===== src/rtl/mux_arb_pkg.sv =====
// Shared types and constants for the round-robin mux arbiter.
package mux_arb_pkg;

  localparam int unsigned DW = 2;

  localparam logic SRC_A = 1'b0;
  localparam logic SRC_B = 1'b1;

  typedef enum logic {
    EMPTY = 1'b0,
    FULL  = 1'b1
  } state_e;

  typedef logic [DW-1:0] data_t;

endpackage


===== src/rtl/sat_counter.sv =====
// Saturating up-counter with synchronous active-low reset and synchronous clear.
module sat_counter #(
  parameter int unsigned CW = 8
) (
  input  logic          clk,
  input  logic          rst_n,
  input  logic          inc,
  input  logic          clr,
  output logic [CW-1:0] cnt
);

  localparam logic [CW-1:0] CNT_MAX = '1;

  always_ff @(posedge clk) begin
    if (!rst_n || clr) begin
      cnt <= '0;
    end else if (inc && (cnt != CNT_MAX)) begin
      cnt <= cnt + CW'(1);
    end
  end

endmodule


===== src/rtl/twoToOneMux.sv =====
// Two-input, 2-bit data multiplexer; sel = 0 picks a, sel = 1 picks b.
module twoToOneMux
  import mux_arb_pkg::*;
(
  input  data_t a,
  input  data_t b,
  input  logic  sel,
  output data_t out_c
);

  assign out_c = sel ? b : a;

endmodule


===== src/rtl/mux_rr_arbiter.sv =====
// Round-robin arbiter sharing one 2-bit output register between requesters A and B
// by steering twoToOneMux; per-requester saturating transfer counters for debug.
module mux_rr_arbiter
  import mux_arb_pkg::*;
#(
  parameter int unsigned CW = 8
) (
  input  logic          clk,
  input  logic          rst_n,
  input  data_t         a_data,
  input  logic          a_valid,
  output logic          a_ready,
  input  data_t         b_data,
  input  logic          b_valid,
  output logic          b_ready,
  output data_t         out_data,
  output logic          out_valid,
  input  logic          out_ready,
  output logic          sel,
  output logic          src,
  output logic [CW-1:0] cnt_a,
  output logic [CW-1:0] cnt_b
);

  state_e state_q, state_d;
  data_t  out_data_q;
  logic   src_q;
  logic   last_q;

  logic   load_c;
  logic   grant_any_c;
  logic   grant_c;
  logic   xfer_c;
  data_t  mux_out_c;

  // Grant, handshake and next-state decode; ready is suppressed while in reset.
  always_comb begin
    state_d     = state_q;
    load_c      = 1'b0;
    grant_any_c = 1'b0;
    grant_c     = SRC_A;
    a_ready     = 1'b0;
    b_ready     = 1'b0;
    sel         = last_q;
    xfer_c      = 1'b0;

    load_c = (state_q == EMPTY) || out_ready;

    if (a_valid && b_valid) begin
      grant_c = ~last_q;
    end else if (b_valid) begin
      grant_c = SRC_B;
    end else begin
      grant_c = SRC_A;
    end

    grant_any_c = rst_n && load_c && (a_valid || b_valid);

    if (grant_any_c) begin
      sel     = grant_c;
      a_ready = (grant_c == SRC_A);
      b_ready = (grant_c == SRC_B);
      xfer_c  = 1'b1;
    end else if (!rst_n) begin
      sel = SRC_B;
    end

    if (xfer_c) begin
      state_d = FULL;
    end else if ((state_q == FULL) && out_ready) begin
      state_d = EMPTY;
    end
  end

  always_ff @(posedge clk) begin
    if (!rst_n) begin
      state_q <= EMPTY;
    end else begin
      state_q <= state_d;
    end
  end

  // Output word register; src and last only move on an accepted transfer.
  always_ff @(posedge clk) begin
    if (!rst_n) begin
      out_data_q <= '0;
      src_q      <= SRC_A;
      last_q     <= SRC_B;
    end else if (xfer_c) begin
      out_data_q <= mux_out_c;
      src_q      <= grant_c;
      last_q     <= grant_c;
    end
  end

  twoToOneMux u_mux (
    .a     (a_data),
    .b     (b_data),
    .sel   (sel),
    .out_c (mux_out_c)
  );

  sat_counter #(.CW(CW)) u_cnt_a (
    .clk   (clk),
    .rst_n (rst_n),
    .inc   (a_ready),
    .clr   (1'b0),
    .cnt   (cnt_a)
  );

  sat_counter #(.CW(CW)) u_cnt_b (
    .clk   (clk),
    .rst_n (rst_n),
    .inc   (b_ready),
    .clr   (1'b0),
    .cnt   (cnt_b)
  );

  assign out_data  = out_data_q;
  assign out_valid = (state_q == FULL);
  assign src       = src_q;

endmodule


===== config.mk =====
export PLATFORM = sky130hd
export DESIGN_NAME = mux_rr_arbiter
export DESIGN_NICKNAME = d
export VERILOG_FILES = /design/src/rtl/mux_arb_pkg.sv /design/src/rtl/sat_counter.sv /design/src/rtl/twoToOneMux.sv /design/src/rtl/mux_rr_arbiter.sv
export SDC_FILE = /design/constraint.sdc
export NUM_CORES = 1
export LEC_CHECK = 0
export ABC_AREA = 1
export CAP_MARGIN = 25
export CORE_UTILIZATION = 51
export DETAILED_ROUTE_END_ITERATION = 8
export PLACE_DENSITY = 0.84
export SLEW_MARGIN = 30
export SYNTH_ARGS = -nofsm -noshare
export SYNTH_HDL_FRONTEND = slang
export SYNTH_SLANG_ARGS = --single-unit

===== constraint.sdc =====
create_clock -name clk -period 3.1 [get_ports clk]
set_input_delay 0.465 -clock clk [delete_from_list [all_inputs] [get_ports clk]]
set_output_delay 0.465 -clock clk [all_outputs]
set_load 0.02 [all_outputs]

==> results of run 1 <==
[critical path, delay by kind of cell]
family,cells,cell delay (ps)
AOI/OAI and AO/OA,1,150
buffers and inverters,3,1460
and+or+nand+nor,2,270
[sequential cells by signal (all words and copies together), names as in the netlist]
register,cells
out_valid,1
out_data,2
u_cnt_b.cnt,8
u_cnt_a.cnt,8
src,1
last_q,1
[worst min-delay path by stage]
stage	depth (start not counted)	end	start	slack (ps)
6_report	2	src$_SDFFE_PN0P_	src$_SDFFE_PN0P_	490
5_1_grt	2	src$_SDFFE_PN0P_	src$_SDFFE_PN0P_	530
4_1_cts	2	src$_SDFFE_PN0P_	src$_SDFFE_PN0P_	500
3_5_place_dp	2	src$_SDFFE_PN0P_	src$_SDFFE_PN0P_	480
3_3_place_gp	2	src$_SDFFE_PN0P_	src$_SDFFE_PN0P_	470
2_1_floorplan	2	src$_SDFFE_PN0P_	src$_SDFFE_PN0P_	550
[through the flow]
| step | utilization (%) | setup slack, ps |
|---|---|---|
| 2_1_floorplan | - | 1320 |
| 3_3_place_gp | 69.7 | 405 |
| 3_5_place_dp | 69.7 | 309 |
| 4_1_cts | 70.9 | 306 |
| 5_1_grt | 70.9 | 193 |
| 6_report | 70.9 | 285 |
[final cells by class]
| cell class | count | area, sq um |
|---|---|---|
| Clock buffer | 4 | 26.3 |
| Fill cell | 205 | 643 |
| Inverter | 22 | 85.1 |
| Multi-Input combinational cell | 142 | 692 |
| Sequential cell | 21 | 420 |
| Tap cell | 28 | 35.0 |
| Timing Repair Buffer | 31 | 310 |
[power by group through the flow]
stage | combinational, W | sequential (W) | clock (W)
2_1_floorplan | 0.0000448 | 0.000303 | 0
3_3_place_gp | 0.0000966 | 0.000294 | 0
3_5_place_dp | 0.000100 | 0.000295 | 0
4_1_cts | 0.000101 | 0.000288 | 0.000134
5_1_grt | 0.000109 | 0.000290 | 0.000139
6_report | 0.000101 | 0.000288 | 0.000129
[cells in the final DEF, fill, tap and decap left out]
cell and instances:
nand2_1 71, o21ai_1 1, inv_4 1, clkdlybuf4s50_1 31, o21ai_0 6, ha_1 2
nand3_1 13, nand4_1 2, nor2_4 3, nand3b_1 3, nand3_2 4, a21oi_1 16
nor2_1 13, inv_1 21, dfxtp_1 21, nor3_1 2, clkbuf_4 3, nor2_2 3
a21oi_4 1, xor2_1 2, clkbuf_1 1
[cells by family (layout without fill, tap and decap cells)]
kind of cell,count (synthesis),in the layout,synth area share [%]
adder cells (fa/ha/maj),2,2,2.08
AND/OR/NAND/NOR,114,114,43.1
AO/OA/AOI/OAI,24,24,10.9
buffers and inverters,23,57,7.40
flip-flops,21,21,35.0
XOR/XNOR,2,2,1.46
[per-layer routing]
layer	part of all wire [%]	vias to the layer above	GRT usage (%)
met5	0	-	0
li1	-	660	-
met4	2.0	0	11.6
met2	50	38	42.9
met3	3.2	6	3.03
met1	45	580	29.5
==> impl_metrics.yaml, run 1 <==
cts:
  cts_max_level: 1
  cts_made_buffers: 3
  cts_max_path_buffers: 2
  cts_tree: "yes"
  clkSlewWorstSetupHoldPaths_ps: 120
  clock-root-buffer: "clkbuf_4"
  ctsHoldBuffers: 0
  ctsResizeCount: 0
  cts.sinks: 21
  clk_latency_ps: 300
  post-cts-setup-buffer-count: 0
global_route:
  grt_pass1_wl_microns: 4800
  overflow: 0
  grt_pass1_vias: 1171
  grt.total_usage_pct: 24.5
  grt_max_degree: 19
  antenna_found_initial: 0
die:
  fp.dieH_microns: 50.5
  dieArea_sq_mm: 0.00255
  fp.coreArea_sq_mm: 0.00221
  io_pins: 32
  die_w_microns: 50.5
  start_util_pct: 54.3
  num_rows: 17
critical_path:
  endpoint_kind: "output port"
  r2r_start: "u_cnt_a.cnt[0]$_SDFFE_PN0P_"
  worstPathArrival_ps: 2350
  r2r_cells: 7
  cp_cell_sequence: "clkdlybuf4s50_1 -> inv_4 -> nor2_4 -> nand3_2 -> o21ai_0 -> clkdlybuf4s50_1"
  start_kind: "input pin"
  slowest_delay_ps: 650
  reg2reg_to: "u_cnt_a.cnt[1]$_SDFFE_PN0P_"
  worstPathRequired_ps: 2630
  r2r_slack_ps: 1570
  path_common_cell: "clkdlybuf4s50_1"
  crit_path_top_delay_cell: "clkdlybuf4s50_1"
  crit_start: "rst_n"
  crit_type: "input pin to output port"
  cp_max_fo: 18
  cp-endpoint: "sel"
power_and_ir_drop:
  vdd.ir_drop.worst_mv: 0.284
  combPwrFrac_pct: 19.4
  power_w: 0.000518
  p_leak_nw: 0.668
  switchingPower_w: 0.000146
  intPower_w: 0.000372
  power_density_mw_per_mm2: 330
  switching_share_pct: 28.2
  clockPowerShare_pct: 24.9
  seqPwrFrac_pct: 55.6
timing:
  finalSetupTns_ps: 0
  max-slew-margin-rel_pct: 77.4
  rsz0062_at_grt: "false"
  skew_ps: 14.7
  max_freq_ghz: 0.355
  slew_violations: 0
  finalSetupViolCount: 0
  fin_crit_sh_pct: 90.8
  hold_viol_final: 0
  layout_min_cycle_time_ps: 2820
  tightest_slew_ps: 338
  hold_slack_ps: 493
synthesis:
  synthesis.instances: 186
  synth_most_common_cell: "nand2_1"
  synth_edf_count: 0
  ys.flop_type: "dfxtp_1"
  synthArstFlopShare_pct: 0
  synth.net_count: 197
  seq_area_frac_synth_pct: 35.0
  yosys.area.top_type: "dfxtp_1"
  netlist_area_sq_mm: 0.00120
  ys_seq_elements: 21
  syn_area_per_cell_sq_um: 6.46
  yosys_warnings: 0
  synth_top_area_share_pct: 35.0
  synth_cell_type_count: 19
  synth.top_cells.by_area: "dfxtp_1, nand2_1, a21oi_1"
  synthTopCellsByCount: "nand2_1, dfxtp_1, inv_1"
drt:
  wirelength_microns: 2880
  vias_per_cell: 5.18
  num_vias: 1284
  drt_iter0_drc: 30
  postRouteAntennaNets: 0
  drtPass1Iterations: 4
  route.detailed.drc: 0
  wl_per_cell_microns: 11.6
finish:
  antenna-diode-count: 0
  nNetsFinal: 232
  design_area_sq_mm: 0.00157
  stdcell_count: 248
  syn2layout_area_growth_pct: 30.6
  drive_gt1_share_pct: 6.82
worst_hold_path:
  hold_path_class: "register to register"
place:
  portBuffers: 31
  place_congestion: 0.804
  dpl_cell_area_sq_mm: 0.00154
  dpl.cell_count: 244
  place_hpwl_microns: 2230
outcome:
  status: "completed"
job:
  maxCapViolCount: 0
(Power assumes the default switching activity.)
==> run 2: changes to the inputs <==
--- a/config.mk
+++ b/config.mk
@@ -9,7 +9,9 @@
 export CAP_MARGIN = 25
 export CORE_UTILIZATION = 51
 export DETAILED_ROUTE_END_ITERATION = 8
+export GPL_ROUTABILITY_DRIVEN = 1
 export PLACE_DENSITY = 0.84
+export SKIP_CTS_REPAIR_TIMING = 1
 export SLEW_MARGIN = 30
 export SYNTH_ARGS = -nofsm -noshare
 export SYNTH_HDL_FRONTEND = slang
==> results of run 2 <==
Same layout as run 1: the final DEF is identical, and so are final timing and power.
